**src/rtl/dec_compare_arbiter.sv**
```systemverilog
// Round-robin arbiter sharing one 8/16/32-bit codeword comparator between two
// decoder requesters, with a one-stage operand pipeline and per-requester mismatch counters.
module dec_compare_arbiter #(
  parameter int CNT_WIDTH = 16
) (
  input  logic                 clk,
  input  logic                 rst,
  input  logic                 en,
  input  logic                 clr_cnt,
  input  logic                 req0_valid,
  output logic                 req0_ready,
  input  logic [31:0]          req0_a,
  input  logic [31:0]          req0_b,
  input  logic [1:0]           req0_width,
  input  logic                 req1_valid,
  output logic                 req1_ready,
  input  logic [31:0]          req1_a,
  input  logic [31:0]          req1_b,
  input  logic [1:0]           req1_width,
  output logic                 res0_valid,
  output logic                 res1_valid,
  output logic                 res_equal,
  output logic [CNT_WIDTH-1:0] mism_cnt0,
  output logic [CNT_WIDTH-1:0] mism_cnt1
);

  // Handshake: a transfer happens on a rising edge where reqN_valid & reqN_ready;
  // ready is a pure function of valid, en and last_grant, never high without valid.
  logic                 last_grant_q, last_grant_d;
  logic                 s1_valid_q, s1_valid_d;
  logic                 s1_id_q, s1_id_d;
  logic [31:0]          s1_a_q, s1_a_d;
  logic [31:0]          s1_b_q, s1_b_d;
  logic [1:0]           s1_width_q, s1_width_d;
  logic                 res0_valid_q, res0_valid_d;
  logic                 res1_valid_q, res1_valid_d;
  logic                 res_equal_q, res_equal_d;
  logic [CNT_WIDTH-1:0] cnt0_q, cnt0_d;
  logic [CNT_WIDTH-1:0] cnt1_q, cnt1_d;

  logic grant0, grant1, xfer0, xfer1, s1_eq, inc0, inc1;

  always_comb begin
    grant0 = en & req0_valid & (~req1_valid | last_grant_q);
    grant1 = en & req1_valid & (~req0_valid | ~last_grant_q);
  end

  assign req0_ready = grant0;
  assign req1_ready = grant1;
  assign xfer0      = req0_valid & grant0;
  assign xfer1      = req1_valid & grant1;

  always_comb begin
    if (s1_width_q[1])
      s1_eq = (s1_a_q == s1_b_q);
    else if (s1_width_q[0])
      s1_eq = (s1_a_q[15:0] == s1_b_q[15:0]);
    else
      s1_eq = (s1_a_q[7:0] == s1_b_q[7:0]);
  end

  always_comb begin
    last_grant_d = last_grant_q;
    s1_valid_d   = xfer0 | xfer1;
    s1_id_d      = s1_id_q;
    s1_a_d       = s1_a_q;
    s1_b_d       = s1_b_q;
    s1_width_d   = s1_width_q;
    if (xfer0) begin
      last_grant_d = 1'b0;
      s1_id_d      = 1'b0;
      s1_a_d       = req0_a;
      s1_b_d       = req0_b;
      s1_width_d   = req0_width;
    end else if (xfer1) begin
      last_grant_d = 1'b1;
      s1_id_d      = 1'b1;
      s1_a_d       = req1_a;
      s1_b_d       = req1_b;
      s1_width_d   = req1_width;
    end
  end

  always_comb begin
    res0_valid_d = s1_valid_q & ~s1_id_q;
    res1_valid_d = s1_valid_q & s1_id_q;
    res_equal_d  = s1_valid_q ? s1_eq : res_equal_q;
    inc0         = res0_valid_d & ~s1_eq & ~(&cnt0_q);
    inc1         = res1_valid_d & ~s1_eq & ~(&cnt1_q);
    cnt0_d       = cnt0_q;
    cnt1_d       = cnt1_q;
    // Clear takes priority over a same-edge increment.
    if (clr_cnt) begin
      cnt0_d = '0;
      cnt1_d = '0;
    end else begin
      if (inc0) cnt0_d = cnt0_q + CNT_WIDTH'(1);
      if (inc1) cnt1_d = cnt1_q + CNT_WIDTH'(1);
    end
  end

  always_ff @(posedge clk or posedge rst) begin
    if (rst) begin
      last_grant_q <= 1'b1;
      s1_valid_q   <= 1'b0;
      s1_id_q      <= 1'b0;
      s1_a_q       <= '0;
      s1_b_q       <= '0;
      s1_width_q   <= '0;
      res0_valid_q <= 1'b0;
      res1_valid_q <= 1'b0;
      res_equal_q  <= 1'b0;
      cnt0_q       <= '0;
      cnt1_q       <= '0;
    end else begin
      last_grant_q <= last_grant_d;
      s1_valid_q   <= s1_valid_d;
      s1_id_q      <= s1_id_d;
      s1_a_q       <= s1_a_d;
      s1_b_q       <= s1_b_d;
      s1_width_q   <= s1_width_d;
      res0_valid_q <= res0_valid_d;
      res1_valid_q <= res1_valid_d;
      res_equal_q  <= res_equal_d;
      cnt0_q       <= cnt0_d;
      cnt1_q       <= cnt1_d;
    end
  end

  assign res0_valid = res0_valid_q;
  assign res1_valid = res1_valid_q;
  assign res_equal  = res_equal_q;
  assign mism_cnt0  = cnt0_q;
  assign mism_cnt1  = cnt1_q;

endmodule

```
**config.mk**
```make
export PLATFORM = sky130hd
export DESIGN_NAME = dec_compare_arbiter
export DESIGN_NICKNAME = d
export VERILOG_FILES = /design/src/rtl/dec_compare_arbiter.sv
export SDC_FILE = /design/constraint.sdc
export NUM_CORES = 1
export LEC_CHECK = 0
export ABC_AREA = 0
export BUFFER_PORTS_ARGS = -buffer_cell sky130_fd_sc_hd__buf_4
export CORE_ASPECT_RATIO = 2
export CORE_UTILIZATION = 51
export DETAILED_ROUTE_END_ITERATION = 12
export PLACE_DENSITY = 0.9
export SYNTH_ARGS = -nofsm -noshare
export SYNTH_HDL_FRONTEND = slang
export SYNTH_SLANG_ARGS = --single-unit
```
**constraint.sdc**
```tcl
create_clock -name clk -period 5.4 [get_ports clk]
set_clock_uncertainty 0.2 [all_clocks]
set_input_delay 1.62 -clock clk [delete_from_list [all_inputs] [get_ports clk]]
set_output_delay 1.62 -clock clk [all_outputs]
set_load 0.01 [all_outputs]
```
## After elaboration in Yosys (flattened, before gate mapping)

Cells that the tools add are included.

- Flip-flop bits (word level): 104
- Input port bits: 138

- Add/subtract/negate cells: 2
- Equal/unequal tests: 3
- Multiplexer cells: 14
- Bitwise gates (word level): 22
- Reductions and logical operators: 5

Operator list:

| kind | number |
|---|---|
| $mux 32 | 4 |
| $mux 16 | 4 |
| $add 16x1->16 const B | 2 |
| $eq 32x32->1 | 1 |
| $reduce_and 16->1 | 2 |
| $eq 16x16->1 | 1 |
| $and 1x1->1 | 12 |
| $eq 8x8->1 | 1 |
| $not 1->1 | 7 |
| $reduce_bool 2->1 | 3 |
| $mux 1 | 4 |
| $mux 2 | 2 |
| $or 1x1->1 | 3 |

## Logic depth before layout (Yosys ltp)

- Depth after elaboration: 8
- Mapped depth: 9
- Depth with buffers taken out: 7

## Worst setup path before layout

No wires, ideal clock.

- Path type: input to output
- Start point: input port en
- End point: output port req0_ready
- Arrival: 2.478 ns
- Required time: 3.580 ns
- Slack: 1.102 ns
- Cell stages on the path: 4
- Buffers on the path: 2
- Cell sequence: nand2_1 -> a21oi_1 -> buf_2 -> buf_2

- Cells in the longest elaborated chain, start to end: 2

Ends and longest elaborated chain:

| element | line | RTL |
|---|---|---|
| from (decl) | 8 | `input logic en,` |
| $and 1x1->1 (2 in a row) | 44 | `grant0 = en & req0_valid & (~req1_valid \| last_grant_q);` |
| to (decl) | 11 | `output logic req0_ready,` |

Every way passes these cells.

## Worst setup path after layout

- Start point: input port req0_valid
- End point: output port req0_ready

- Cells in the longest elaborated chain, start to end: 2

Ends and longest elaborated chain:

| element | line | RTL |
|---|---|---|
| from (decl) | 10 | `input logic req0_valid,` |
| $and 1x1->1 (2 in a row) | 44 |  |

Every way passes these cells.

==> impl_metrics.toml <==
[critical_path]
r2r_cells = 6
worst_path_most_repeated_cell = "buf_4"
crit_start = "req0_valid"
cp.required_ns = 3.58
cpMaxStageDelayCell = "a21oi_4"
crit_fanout = 3
crit_chain = "buf_4 -> nand2_1 -> a21oi_4 -> buf_4"
endpoint = "req0_ready"
arrival_ns = 2.15
rr_startpoint = "s1_a_q[29]$_DFFE_PP0P_"
cp.buffers_inverters = 2
r2r_end = "mism_cnt1[0]$_DFFE_PP0P_"
critPathTopFamily = "buffers and inverters"
cp_slowest_stage_delay_ns = 0.17
start_kind = "primary input"
end_kind = "output port"
critical_path_class = "primary input to output port"
cp.depth = 4
r2r_slack_ns = 2.50

[sta]
setup_viol = 0
finalSetupTns_ns = 0
report.final.slew_viol_count = 0
min_period_ns = 3.97
rsz0062_at_grt = "false"
min_period_over_period = 0.735
slew_headroom = 0.284
worstMarginPinSlew_ns = 1.07
fmax_mhz = 252
finalHoldViolations = 0

[synthesis]
syn_nets = 684
yosys_warnings = 0
netlist_area_um2 = 5380
synth-seq-cells = 104
ys_types = 42
syn_avg_cell_area_um2 = 9.89
netlist_instances = 544
yosysSeqAreaShare = 0.484

[clocking]
cts-root-buf = "clkbuf_16"
clock_latency_ns = 0.34
htree_levels = 3
tritoncts = "built"
cts.clk_slew.worst_paths_ns = 0.06
clk_path_buf_depth = 2
post_cts_resized = 0
cts_buffers = 9
cts_setup_buffers = 0
postCtsHoldBufs = 0
cts.sinks = 104

[floorplanning]
io_pins = 175
start_util = 0.527
die_h_um = 147
core_um2 = 10200
die-area_um2 = 11000
die_w_um = 74.6
fp-row-count = 52

[layout]
finalNetCount = 845
layout-drive-gt1-share = 0.302
final_cell_mix = "178 x buf_4, 103 x dfrtp_1, 83 x o21ai_0"
area_delta_synth_final_pct = 32.3
num_antenna_cells = 0
layout_commonest_cell = "buf_4"

[drt]
ant_nets = 0
routed_wl_um = 13200
via_count = 4707
wl_per_cell_um = 15.7
viasPerCell = 5.58
first_pass_iters = 4
drt_iter0_markers = 141
drc = 0

[global_route]
grt_pass1_wl_um = 21500
antenna_found_initial = 0
grt_max_degree = 78
grt_use_total = 0.257
grt_pass1_vias = 4758
grt-ovfl-total = 0

[power]
peakVddDrop_mv = 0.206
power.density_nw_per_um2 = 275
fin_total_pwr_uw = 1960
leakage_uw = 0.00324

[hold_path]
holdCritPathClass = "flip-flop to flip-flop"

[run_status]
status = "complete, no violations"

[job]
drv_cap = 0

[place]
globalplace.congestion = 0.791
hpwl_um = 9930
port_buffers = 174
## final cells by class
cell class                 instances  area [µm²]
fill                             764        3100
multi-input combinational        404        2630
sequential                       104        2600
timing repair buffer             179        1360
clock buffer                      11         253
tap                              135         169
clock inverter                     4        76.3
inverter                           7        28.8
## tightest hold or removal path: cells and delay by family (launching register included)
family / cells / cell delay [ns]
compound gates: 1 / 0.07
flops: 1 / 0.38
simple gates: 1 / 0.05
## logic make-up (layout without fill, tap and decap cells)
logic type	after synthesis	in the layout	share of synthesized area
DFF	104	104	0.484
xor gates and xnor gates	33	33	0.0537
buffers and inverters	36	201	0.0309
and+or+nand+nor	171	171	0.160
adders and majority gates	2	2	0.00465
muxes	74	74	0.139
AOI/OAI and AO/OA	124	124	0.128
## per-stage QoR
stage                     utilization  instance area (µm²)  hold slack [ns]  worst slack, ns  std cells
after global routing            0.697                 7120            0.326             1.39        844
after CTS                       0.697                 7120            0.302             1.42        844
after floorplan                     -                 5380            0.240            0.849        544
final                           0.697                 7120            0.297             1.43        844
after detailed placement        0.665                 6790            0.288             1.43        829
after global placement          0.665                 6790            0.269             1.46        829
## per-layer routing
metal,global-route usage,wire [µm],up-vias
li1,-,-,2260
met1,0.282,4790,2235
met2,0.482,7600,187
met3,0.0350,585,25
met4,0.0877,258,0
met5,0,0,-
## synth_stat cells (all sizes together)
cell type  number  share of area
and4            4         0.0070
nand4          12          0.014
nand2          81          0.058
and2            2         0.0023
o31a            1         0.0016
dfstp           1         0.0049
buf             8          0.011
o41a            1         0.0021
o21bai          1         0.0014
dfrtp         103           0.48
or4b            1         0.0019
xor2           17          0.028
o41ai           1         0.0016
xnor2          16          0.026
or3            17          0.020
o221a           1         0.0021
nor2           13         0.0091
o311ai          1         0.0030
nand3          13          0.012
clkbuf         21          0.015
inv             7         0.0049
or4             6         0.0084
nor2b           6         0.0070
o31ai           7          0.012
o21ai          85          0.079
mux2i          68           0.13
ha              2         0.0047
a21oi          25          0.023
mux2            6          0.013
nor3            3         0.0037
nor4            7         0.0081
and3            6         0.0079
o21a            1         0.0014
## state kept, by name, indices dropped and copies added (netlist names)
signal and flops:
s1_id_q 1, res1_valid 1, s1_width_q 2, s1_a_q 32
last_grant_q 1, res_equal 1, s1_valid_q 1, mism_cnt0 16
res0_valid 1, mism_cnt1 16, s1_b_q 32
## power by group
part,total (µW),leakage [µW],switching (µW),internal [µW]
logic,336,0.00175,165,171
registers,913,0.00133,58.5,855
clock network,710,0.000158,279,431
## worst min path at each step
stage / cells after the start / slack (ns) / startpoint / to
after floorplan: 1 / 0.24 / s1_id_q$_DFFE_PP0P_ / res0_valid$_DFF_PP0_
after global placement: 2 / 0.27 / s1_width_q[0]$_DFFE_PP0P_ / s1_width_q[0]$_DFFE_PP0P_
after detailed placement: 2 / 0.29 / s1_width_q[0]$_DFFE_PP0P_ / s1_width_q[0]$_DFFE_PP0P_
after CTS: 2 / 0.30 / last_grant_q$_DFFE_PP1P_ / last_grant_q$_DFFE_PP1P_
after global routing: 2 / 0.33 / last_grant_q$_DFFE_PP1P_ / last_grant_q$_DFFE_PP1P_
final: 2 / 0.30 / last_grant_q$_DFFE_PP1P_ / last_grant_q$_DFFE_PP1P_
Power figures use the tool's default switching activity.
